<file path="src/rtl/word_mem.sv">
// word_mem: single-port word memory with per-byte-lane write enables,
// registered read data with a one-cycle valid strobe, and an optional
// post-reset clear sequencer that zeroes the array one word per cycle.
module word_mem #(
    parameter int ADDRWIDTH      = 3,
    parameter int DEPTH          = 2**ADDRWIDTH,
    parameter int LANES          = 1,
    parameter int CLEAR_ON_RESET = 1
) (
    input  logic                 clk,
    input  logic                 rst_n,
    input  logic                 CS,
    input  logic                 RW,
    input  logic [LANES-1:0]     BE,
    input  logic [ADDRWIDTH-1:0] addr,
    input  logic [8*LANES-1:0]   din,
    output logic [8*LANES-1:0]   dout,
    output logic                 dvalid,
    output logic                 busy
);

    localparam int DW    = 8*LANES;
    localparam int WORDS = 2**ADDRWIDTH;
    localparam int CW    = $clog2(DEPTH+1);

    typedef enum logic {CLEAR = 1'b0, IDLE = 1'b1} state_t;

    localparam state_t              RST_STATE = (CLEAR_ON_RESET != 0) ? CLEAR : IDLE;
    localparam logic [ADDRWIDTH:0]  DEPTH_W   = (ADDRWIDTH+1)'(DEPTH);
    localparam logic [CW-1:0]       LAST_PTR  = CW'(DEPTH-1);

    // Array spans the full address space so every address indexes cleanly;
    // words at or above DEPTH are never written nor read back.
    logic [DW-1:0]        mem [WORDS];

    state_t               state;
    logic [CW-1:0]        clr_ptr;
    logic [ADDRWIDTH-1:0] clr_idx;
    logic                 clr_last;
    logic                 rd_req;
    logic                 wr_req;
    logic                 in_range;

    // Access decode: anything other than a clean 0 on CS or a clean level on RW
    // is treated as deselected, so unknowns can never trigger an access.
    always_comb begin
        rd_req   = (CS === 1'b0) && (RW === 1'b1);
        wr_req   = (CS === 1'b0) && (RW === 1'b0);
        in_range = ({1'b0, addr} < DEPTH_W);
        clr_idx  = ADDRWIDTH'(clr_ptr);
        clr_last = (clr_ptr == LAST_PTR);
    end

    // Clear sequencer, read port and lane-masked write port. Storage shares the
    // reset-sensitive block so that an edge seen while rst_n is low can never
    // commit a write, while the stored words themselves are not reset.
    always_ff @(posedge clk or negedge rst_n) begin
        if (!rst_n) begin
            state   <= RST_STATE;
            busy    <= (RST_STATE == CLEAR);
            clr_ptr <= '0;
            dout    <= '0;
            dvalid  <= 1'b0;
        end else begin
            case (state)
                CLEAR: begin
                    mem[clr_idx] <= '0;
                    clr_ptr      <= clr_ptr + CW'(1);
                    dvalid       <= 1'b0;
                    if (clr_last) begin
                        state <= IDLE;
                        busy  <= 1'b0;
                    end
                end
                default: begin
                    dvalid <= rd_req;
                    if (rd_req) begin
                        dout <= in_range ? mem[addr] : '0;
                    end else if (wr_req && in_range) begin
                        for (int i = 0; i < LANES; i++) begin
                            if (BE[i]) begin
                                mem[addr][8*i +: 8] <= din[8*i +: 8];
                            end
                        end
                    end
                end
            endcase
        end
    end

endmodule
</file>
<file path="config.mk">
export PLATFORM = sky130hd
export DESIGN_NAME = word_mem
export DESIGN_NICKNAME = d
export VERILOG_FILES = /design/src/rtl/word_mem.sv
export SDC_FILE = /design/constraint.sdc
export NUM_CORES = 1
export LEC_CHECK = 0
export CORE_MARGIN = 2
export CORE_UTILIZATION = 50
export CTS_CLUSTER_DIAMETER = 40
export DETAILED_ROUTE_END_ITERATION = 7
export PLACE_DENSITY = 0.68
export SYNTH_ARGS = -nofsm -noshare
export SYNTH_HDL_FRONTEND = slang
export SYNTH_SLANG_ARGS = --single-unit
</file>
<file path="constraint.sdc">
create_clock -name clk -period 2.3 [get_ports clk]
set_clock_uncertainty 0.05 [all_clocks]
set_input_delay 0.23 -clock clk [delete_from_list [all_inputs] [get_ports clk]]
set_output_delay 0.23 -clock clk [all_outputs]
set_load 0.02 [all_outputs]
</file>
# ---- After elaboration in Yosys (flattened, before gate mapping)
# Memories as Yosys holds them, arrays and structs flattened. A register that Yosys moved wholly into a read port is not among the register bits.
# Index checks and enable logic that the tools add are counted.
dict set report classes {
  muxes 13
  bitwise_logic 1
  n_reduce_logical 8
  addsub 1
  eq_ne 4
}
# op n
set ops {}
lappend ops {{$mux W1} 11}
lappend ops {{$mux W8} 1}
lappend ops {{$reduce_or A8 Y1} 1}
lappend ops {{$add A4 B1 Y4 const B} 1}
lappend ops {{$eq A4 B3 Y1 const B} 1}
lappend ops {{$logic_and A1 B1 Y1} 4}
lappend ops {{$reduce_and A2 Y1} 2}
lappend ops {{$eqx A1 B1 Y1 const B} 3}
lappend ops {{$mux W3} 1}
lappend ops {{$logic_not A1 Y1} 1}
lappend ops {{$not A1 Y1} 1}
dict set report word_totals {
  wordCells 32
  output_inout_bits 10
  regBits 7
  memories 1
  input_bits 16
  ram_bits 64
}
# name depth word_bits read_ports rd_clocked_by_memory_dff wr line_no
set mem_list {}
lappend mem_list {mem 8 8 1 1 1 34} ;# logic [DW-1:0] mem [WORDS];

# ---- Depth between registers and ports, before layout
# Gate-level depths: netlist of run 1.
dict set report logic_depth {
  ltp_word 9
  depth_mapped 6
}

# ---- Least setup slack after synthesis of run 1
# No wires, ideal clock.
dict set report synth_timing {
  path_kind {in2reg}
  start {in addr[0]}
  end {mem mem[6][0] (netlist name) (enable)}
  t_required_ns 1.874
  path_stages 5
  t_arrival_ns 1.493
  setup_time_ns 0.376
  path_buffers 3
  slack_ns 0.381
  path_cell_list {buf_6 buf_12 buf_12 or3_4 o22ai_1}
}
dict set report synth_via {
  elab_chain_cells 1
}
# element line_no
set synth_rtl {}
lappend synth_rtl {{start, declared} 15} ;# input logic [ADDRWIDTH-1:0] addr,
lappend synth_rtl {{$mux W3 (no source line)} --}
lappend synth_rtl {{end, declared} 34}
# Every way passes these cells.

# ---- Final worst setup path of run 1
dict set report layout_timing {
  start {reg state}
  end {mem mem[2][5] (netlist name) (enable)}
}
dict set report layout_via {
  elab_chain_cells 5
  word_cells_on_any_way 9
  classes_between {mux: 6; reduce/logical: 3}
}
# element line_no
set layout_rtl {}
lappend layout_rtl {{start, declared} 36} ;# state_t state;
lappend layout_rtl {{start signal, assigned} 59} ;# state <= RST_STATE;
lappend layout_rtl {{start signal, assigned} 71} ;# state <= IDLE;
lappend layout_rtl {{$mux W1} 65} ;# case (state)
lappend layout_rtl {{$logic_and A1 B1 Y1 (implied by the code)} 82} ;# mem[addr][8*i +: 8] <= din[8*i +: 8];
lappend layout_rtl {{$mux W1 (implied by the code)} 82}
lappend layout_rtl {{$reduce_or A8 Y1 (no source line)} --}
lappend layout_rtl {{$mux W3 (no source line) or $mux W1 (tied branches)} --}
# Parallel ways exist; a longest one is shown, timed or not.

==> results.toml, run 1 <==
[timing]
max_freq_mhz = 543.2
fin_crit_ps = 1841
slew_violations = 0
finalSetupViolations = 0
worst_slew_pin_slew_ps = 661.2
tns_ps = 0
rsz0062_at_grt = "false"
hold_violations = 0
finalCritPeriodShare_pct = 80.04
slew_headroom_pct = 55.92

[die]
start_util_pct = 51.59
fp-row-count = 29
ioPinCount = 26
dieArea_sq_um = 7175
core_sq_um = 6314
die_x_um = 84.71
die_h_um = 84.71

[setup_path]
cp_max_fo = 8
critPathSlowestCell = "o22ai_2"
r2r_start = "state"
start_kind = "flop"
critical_path_class = "flop to flop"
cp.buffers_inverters = 0
r2r_slack_ps = 460
critPathArrivalTime_ps = 1800
critPathTopFamily = "compound AO/OA/AOI/OAI gates"
cp.required_ps = 2260
worstPathCellList = "nand4b_1 -> nor2_2 -> mux2_2 -> o22ai_2"
slowest_delay_ps = 380
ff2ff_path_depth = 4
regToRegEndpoint = "mem[2][5]"
cp-end-kind = "flop"

[routing]
dr.first_iter.drc_count = 148
first_pass_iters = 4
drc = 0
vias_per_cell = 5.703
post_drt_wl_per_cell_um = 18.11
ant_nets = 0
drt_wl_total_um = 5795
vias = 1825

[placed_design]
port_buffers = 25
dpl.hpwl_um = 3869
gp_congestion = 0.7200

[yosys]
ys_ff_latch = 79
synth-edff-count = 64
syn-instance-count = 199
yosysTopAreaCell = "edfxtp_1"
avgSynthCellArea_sq_um = 16.37
async_flop_share_pct = 18.99
ys_seq_area_share_pct = 70.57
netlist.area_leader.share_pct = 59.01
ys.flop_type = "edfxtp_1"
synth_nets = 216
synthTopCellsByArea = "edfxtp_1 (59%), dfrtp_1 (11%), mux2_2 (5.2%)"
ys.warnings.count = 0
synth_cell_types = 34
syn-cell-area_sq_um = 3257

[min_path]
min_path_type = "primary input to async pin"

[cts]
post-cts-setup-buffers = 0
clk_pin_slew_worst_paths_ps = 90
cts_tree = "done"
h-tree-depth = 3
cts_hold_buffers = 0
cts_made_buffers = 9
ctsResizeCount = 0
worstSkewPairLatency_ps = 370
cts.path.max_buffers = 2
cts_root_buffer = "clkbuf_8"
clock_sinks = 79

[grt]
grt_use_total_pct = 17.79
overflow = 0
grt_max_degree = 27
grt_pass1_wl_um = 9218
antenna_found_initial = 0
grt_pass1_vias = 1703

[final_layout]
n_antenna_cell = 0
final_cell_mix = "edfxtp_1 (64), clkdlybuf4s50_1 (24), mux2i_1 (16)"
layout_commonest_cell = "edfxtp_1"
syn_to_final_growth_pct = 16.52
final_layout_size_suffix_gt1_share_pct = 21.40
fillers = 505
multi_input_area_sq_um = 854.6
nets = 255
seq_area_sq_um = 2298

[outcome]
status = "complete, no violations"

[pwr]
peakVddDrop_mv = 0.4413
power_density_nw_per_um2 = 734.0
power.static_leakage_nw = 1.477
p_total_mw = 2.786

[job]
max_cap_viol_count = 0
worst register-to-register path: cells and delay by family, from the launching register on:
kind            cells  cell delay, ps
simple gates        2             330
compound gates      1             380
flops               1             370
mux                 1             350
flip-flops by register name, indices dropped and copies added, names as in the netlist:
signal / cells
busy: 1
clr_ptr: 4
dout: 8
dvalid: 1
mem: 64
state: 1
cell type report:
class	count	area share (%)
Tap cell	77	2.539
Inverter	3	0.2967
Clock inverter	7	1.978
Multi-Input combinational cell	108	22.52
Clock buffer	9	3.264
Timing Repair Buffer	37	8.836
Sequential cell	79	60.57
stage by stage:
| step | setup WS (ps) | util [%] | hold slack [ps] | std cells | area [sq um] |
|---|---|---|---|---|---|
| floorplan | 380.9 | - | -115.6 | 199 | 3257 |
| global placement | 132.0 | 56.96 | 395.5 | 304 | 3596 |
| detailed placement | 115.3 | 56.96 | 418.9 | 304 | 3596 |
| CTS | 438.9 | 60.11 | 162.4 | 320 | 3795 |
| global route | 380.8 | 60.11 | 170.2 | 320 | 3795 |
| finish | 459.1 | 60.11 | 166.7 | 320 | 3795 |
worst max-delay path by stage:
stage,startpoint,endpoint,slack (ps),depth (start not counted)
3_3_place_gp,rst_n,mem[2][0],130,5
2_1_floorplan,addr[0],mem[6][0],380,5
4_1_cts,state,mem[2][5],440,4
3_5_place_dp,rst_n,mem[2][6],120,5
5_1_grt,state,mem[2][5],380,4
6_report,state,mem[2][5],460,4
where the power goes:
| part | internal (mW) | switching [mW] | total (mW) |
|---|---|---|---|
| Sequential | 1.55 | 0.00983 | 1.56 |
| Combinational | 0.106 | 0.110 | 0.216 |
| Clock | 0.428 | 0.577 | 1.01 |
| Total | 2.09 | 0.697 | 2.79 |
routing by layer:
layer,global-route usage [%],up-vias,share of wire (%)
met5,0,-,0
met4,8.081,0,2.1
met3,5.408,11,6.8
met2,25.41,61,45
met1,25.28,899,46
li1,-,854,-
Yosys cell counts, types with 2 or more instances:
master / n
edfxtp_1: 64
mux2i_1: 16
mux2_2: 15
dfrtp_1: 14
nand2_1: 14
o22ai_1: 13
a221o_1: 8
and2_1: 8
o21ai_1: 7
nand2b_1: 4
buf_12: 3
clkbuf_1: 3
inv_1: 3
mux2_1: 3
xnor2_1: 3
nor2_1: 2
nor2b_1: 2
cell families (layout without fill, tap and decap cells):
kind of cell / Yosys count / in the layout / synth area share (%)
AOI/OAI and AO/OA: 34 / 34 / 7.991
xor gates and xnor gates: 3 / 3 / 0.8069
adders and majority gates: 1 / 1 / 0.3841
buffers and inverters: 12 / 56 / 3.188
DFF: 79 / 79 / 70.57
muxes: 34 / 34 / 11.14
and+or+nand+nor: 36 / 36 / 5.916
Note: power is estimated with default switching activity, not from simulation.
==> run 2: changes to the inputs <==
--- a/config.mk
+++ b/config.mk
@@ -9,7 +9,7 @@
 export CORE_UTILIZATION = 50
 export CTS_CLUSTER_DIAMETER = 40
 export DETAILED_ROUTE_END_ITERATION = 7
-export PLACE_DENSITY = 0.68
+export PLACE_DENSITY = 0.71
 export SYNTH_ARGS = -nofsm -noshare
 export SYNTH_HDL_FRONTEND = slang
 export SYNTH_SLANG_ARGS = --single-unit
==> constraint.sdc (replaced) <==
create_clock -name clk -period 1.6 [get_ports clk]
set_clock_uncertainty 0.05 [all_clocks]
set_input_delay 0.16 -clock clk [delete_from_list [all_inputs] [get_ports clk]]
set_output_delay 0.16 -clock clk [all_outputs]
set_load 0.02 [all_outputs]
==> run 2 against run 1 <==
  * The flow now finishes with violations (negative setup slack)
  * Register-to-register slack worse by 590 ps
  * Critical path depth is the same
  * Setup slack worse by 590 ps
  * Non-clock buffer count up 24
  * Largest power group unchanged
  * Global-route usage up 1.7 points
  * Hold slack got worse by 14 ps
  * Flip-flop and latch count did not move
  * Clock power increased by 51%
  * Via count is 2.9% higher
  * Combinational power rose by 66%
  * Utilization rose by 6.7 points
  * Die area did not move
==> results.toml, run 2 (synthesized netlist as in run 1, its figures left out) <==
[die]
die_h_um = 84.71
start_util_pct = 51.59
core_sq_um = 6314
die_x_um = 84.71
fp-row-count = 29
ioPinCount = 26
dieArea_sq_um = 7175

[cts]
worstSkewPairLatency_ps = 340
cts_root_buffer = "clkbuf_8"
cts_made_buffers = 9
cts.path.max_buffers = 2
clock_sinks = 79
h-tree-depth = 3
cts_tree = "done"
clk_pin_slew_worst_paths_ps = 80

[final_layout]
fillers = 469
largest_register_ffs = 64
nets = 279
layout_commonest_cell = "edfxtp_1"
seq_area_sq_um = 2298
multi_input_area_sq_um = 968.4
reg_top3 = "mem: 64 flops, dout: 8 flops, clr_ptr: 4 flops"
syn_to_final_growth_pct = 29.47
largest_register = "mem"
n_antenna_cell = 0
final_cell_mix = "edfxtp_1 (64), buf_4 (24), clkdlybuf4s50_1 (23)"
stdcell_area_sq_um = 4217
final_layout_size_suffix_gt1_share_pct = 30.34

[timing]
max_freq_mhz = 578.0
slew_violations = 0
fin_crit_ps = 1730
rsz0062_at_grt = "true"
finalCritPeriodShare_pct = 108.1
finalSetupViolations = 64
slew_headroom_pct = 61.78
hold_violations = 0
setup_slack_ps = -130.0
tns_ps = -3936
worst_slew_pin_slew_ps = 571.2

[outcome]
violations = "negative setup slack"
status = "finished with violations"

[setup_path]
critical_path_class = "flop to flop"
critPathArrivalTime_ps = 1690
cp-end-kind = "flop"
start_kind = "flop"
cp.required_ps = 1560
cp_max_fo = 8

[routing]
drc = 0
vias = 1878
ant_nets = 0
dr.first_iter.drc_count = 131
first_pass_iters = 4
drt_wl_total_um = 6257
vias_per_cell = 5.459
post_drt_wl_per_cell_um = 18.19

[pwr]
pwr-share-comb_pct = 8.7
switchingPower_mw = 0.8521
internal_power_mw = 3.287
peakVddDrop_mv = 0.7211
power_density_nw_per_um2 = 981.5
pwr-share-seq_pct = 54.3
swShare_pct = 20.59
power.static_leakage_nw = 1.655
clkPwrFrac_pct = 37.0

[grt]
grt_max_degree = 19
grt_pass1_vias = 1897
grt_use_total_pct = 19.49
grt_pass1_wl_um = 10160
antenna_found_initial = 0
overflow = 0

[min_path]
min_path_type = "primary input to async pin"

[placed_design]
dpl.hpwl_um = 4538
gp_congestion = 0.8023
dpl_cell_area_sq_um = 3989
port_buffers = 25

[job]
max_cap_viol_count = 0
run 2: changes by cell type in the layout (fill, tap and decap cells not counted), sizes merged, moves of 2 or more:
cell / before / now
buf: 13 / 37
inv: 7 / 3
clkbuf: 9 / 11
bufinv: 0 / 2
run 2: path summary, 6_finish.rpt:
path                       slack [ps]         to  startpoint  depth (start not counted)
setup / recovery                 -130  mem[2][5]       state                          4
hold / removal                    150    dout[1]       rst_n                          2
setup reg to reg                 -130  mem[2][5]       state                          4
hold reg to reg                   430       busy        busy                          1
max in group asynchronous        1100       busy       rst_n                          2
min in group clk                  430       busy        busy                          1
run 2: critical path: stages, from the launching register on:
cell,delay (ps)
dfrtp_1,370
nand4b_1,200
nor2_4,160
mux2_4,320
o22ai_4,300
run 2: area by class of cell:
type | instances | share of cell area (%)
Clock buffer | 11 | 3.116
Clock inverter | 5 | 1.721
Inverter | 3 | 0.2671
Multi-Input combinational cell | 108 | 22.97
Sequential cell | 79 | 54.51
Tap cell | 77 | 2.285
Timing Repair Buffer | 61 | 15.13
run 2: layer usage:
layer  track usage [%]  vias to the layer above  wire (um)
met2             30.42                       45       3134
met3             3.540                        9        275
met4             8.225                        0         99
met5                 0                        -          0
met1             27.14                      926       2747
li1                  -                      898          -
run 2: what timing repair did:
item                                    CTS  global route
endpoints found under the setup margin   65            87
hold buffers                              0             0
resized for setup                         3             4
pin swaps                                 3             0
buffers inserted                          1             0
run 2: power by group through the flow:
stage	Sequential [mW]	Clock, mW	Combinational [mW]
final	2.25	1.53	0.359
after detailed placement	2.29	0	0.360
after global placement	2.29	0	0.355
after CTS	2.25	1.55	0.362
after global routing	2.25	1.65	0.387
after floorplan	2.33	0	0.153
run 2: through the flow:
stage	worst slack (ps)	instances	hold slack (ps)	util, %	power (mW)
detailed placement	-509.7	327	411.9	63.18	2.655
global placement	-470.3	327	399.2	63.18	2.649
finish	-130.0	344	152.4	66.79	4.139
floorplan	-158.6	199	-185.6	-	2.486
global route	-208.1	344	176.0	66.79	4.293
CTS	-139.6	344	152.4	66.61	4.165
==> run 3: changes to the inputs <==
--- a/config.mk
+++ b/config.mk
@@ -6,10 +6,10 @@
 export NUM_CORES = 1
 export LEC_CHECK = 0
 export CORE_MARGIN = 2
-export CORE_UTILIZATION = 50
+export CORE_UTILIZATION = 52
 export CTS_CLUSTER_DIAMETER = 40
 export DETAILED_ROUTE_END_ITERATION = 7
-export PLACE_DENSITY = 0.71
+export PLACE_DENSITY = 0.73
 export SYNTH_ARGS = -nofsm -noshare
 export SYNTH_HDL_FRONTEND = slang
 export SYNTH_SLANG_ARGS = --single-unit
==> run 3 against run 2 <==
  * The flow still finishes with violations (negative setup slack)
  * Count of clock-buffer cells in the layout decreased by 1
  * Design area increased by 0.45%
  * Global-route usage up 0.72 points
  * Non-clock buffer count increased by 2
  * Critical path type unchanged
  * Largest cell class unchanged
  * Highest routed layer unchanged
==> results.toml, run 3 (synthesized netlist as in run 1, its figures left out) <==
[pwr]
peakVddDrop_mv = 0.6656
p_total_mw = 3.994
power_density_nw_per_um2 = 943.0
power.static_leakage_nw = 1.663

[timing]
finalSetupViolations = 64
slew_headroom_pct = 56.83
slew_violations = 0
rsz0062_at_grt = "true"
finalCritPeriodShare_pct = 105.9
worst_slew_pin_slew_ps = 646.2
hold_ws_ps = 109.5
hold_violations = 0
max_freq_mhz = 590.0
tns_ps = -2469
fin_crit_ps = 1695
setup_slack_ps = -94.94

[routing]
first_pass_iters = 4
dr.first_iter.drc_count = 132
vias_per_cell = 5.545
ant_nets = 0
drc = 0
drt_wl_total_um = 6368
vias = 1902
post_drt_wl_per_cell_um = 18.57

[die]
ioPinCount = 26
die_h_um = 83.14
core_sq_um = 5991
fp-row-count = 28
dieArea_sq_um = 6912
start_util_pct = 54.37
die_x_um = 83.14

[grt]
grt_use_total_pct = 20.21
grt_max_degree = 18
antenna_found_initial = 0
grt_pass1_vias = 1957
overflow = 0
grt_pass1_wl_um = 10470

[outcome]
status = "finished with violations"
violations = "negative setup slack"

[job]
max_cap_viol_count = 0

[cts]
cts_tree = "done"
h-tree-depth = 3
worstSkewPairLatency_ps = 340
clock_sinks = 79
cts.path.max_buffers = 2
cts_made_buffers = 9
clk_pin_slew_worst_paths_ps = 80
cts_hold_buffers = 0
cts_root_buffer = "clkbuf_8"

[final_layout]
syn_to_final_growth_pct = 30.04
stdcell_area_sq_um = 4235
largest_register = "mem"
largest_register_ffs = 64
layout_commonest_cell = "edfxtp_1"
final_layout_size_suffix_gt1_share_pct = 33.21
n_antenna_cell = 0
utilization_pct = 70.70
final_cell_mix = "edfxtp_1 (64), clkdlybuf4s50_1 (23), buf_4 (23)"
nets = 281
reg_top3 = "mem: 64 flops, dout: 8 flops, clr_ptr: 4 flops"
fillers = 401

[setup_path]
cp-end-kind = "flop"
start_kind = "flop"
r2r_start = "state"
cp.required_ps = 1560
crit_end = "mem[2][3]"
cp-startpoint = "state"
critical_path_class = "flop to flop"
critPathArrivalTime_ps = 1660
r2r_slack_ps = -90
cp_max_fo = 8
ff2ff_path_depth = 3
regToRegEndpoint = "mem[2][3]"

[placed_design]
gp_congestion = 0.7603
dpl.hpwl_um = 4443
port_buffers = 25
dpl_cell_area_sq_um = 3984

[min_path]
min_path_type = "primary input to async pin"
[run 3: final cells by class]
| type | instances | area [sq um] | share of cell area, % |
|---|---|---|---|
| clock inverter | 5 | 50.05 | 1.182 |
| sequential | 79 | 2298 | 54.27 |
| timing repair buffer | 63 | 673.1 | 15.89 |
| tap | 75 | 93.84 | 2.216 |
| multi-input combinational | 108 | 980.9 | 23.16 |
| inverter | 3 | 11.26 | 0.2659 |
| clock buffer | 10 | 127.6 | 3.013 |
[run 3: worst min-delay path by stage]
stage | slack [ps] | from | end | cells past startpoint
after global placement | 400 | busy | busy | 1
after floorplan | -190 | rst_n | clr_ptr[0] | 0
after global routing | 150 | rst_n | dvalid | 2
after CTS | 110 | rst_n | state | 2
final | 110 | rst_n | dvalid | 2
after detailed placement | 400 | busy | busy | 1
[run 3: where the power goes]
part | switching (mW) | internal [mW]
clock network | 0.673 | 0.700
registers | 0.0160 | 2.23
logic | 0.177 | 0.193
[run 3: what timing repair did]
| action | 4_1_cts | 5_1_grt |
|---|---|---|
| pin swaps | 2 | 3 |
| resized for setup | 4 | 12 |
| buffers inserted | 3 | 2 |
| endpoints found under the setup margin | 63 | 72 |
[run 3: metal layers]
metal / GRT usage [%] / vias up / share of wire, %
met4: 7.601 / 0 / 0.83
met1: 26.66 / 956 / 43
met3: 3.877 / 6 / 4.3
li1: - / 898 / -
met2: 33.43 / 42 / 51
met5: 0 / - / 0
[run 3: through the flow]
step,cells,setup slack (ps)
6_report,343,-94.94
5_1_grt,343,-164.0
4_1_cts,341,-82.39
3_5_place_dp,323,-456.6
3_3_place_gp,323,-415.7
2_1_floorplan,199,-158.6
[run 3: worst max-delay path, stage by stage (launching register included)]
cell and delay (ps):
dfrtp_1 350, nand4b_1 170, or3_4 490, o22ai_4 310
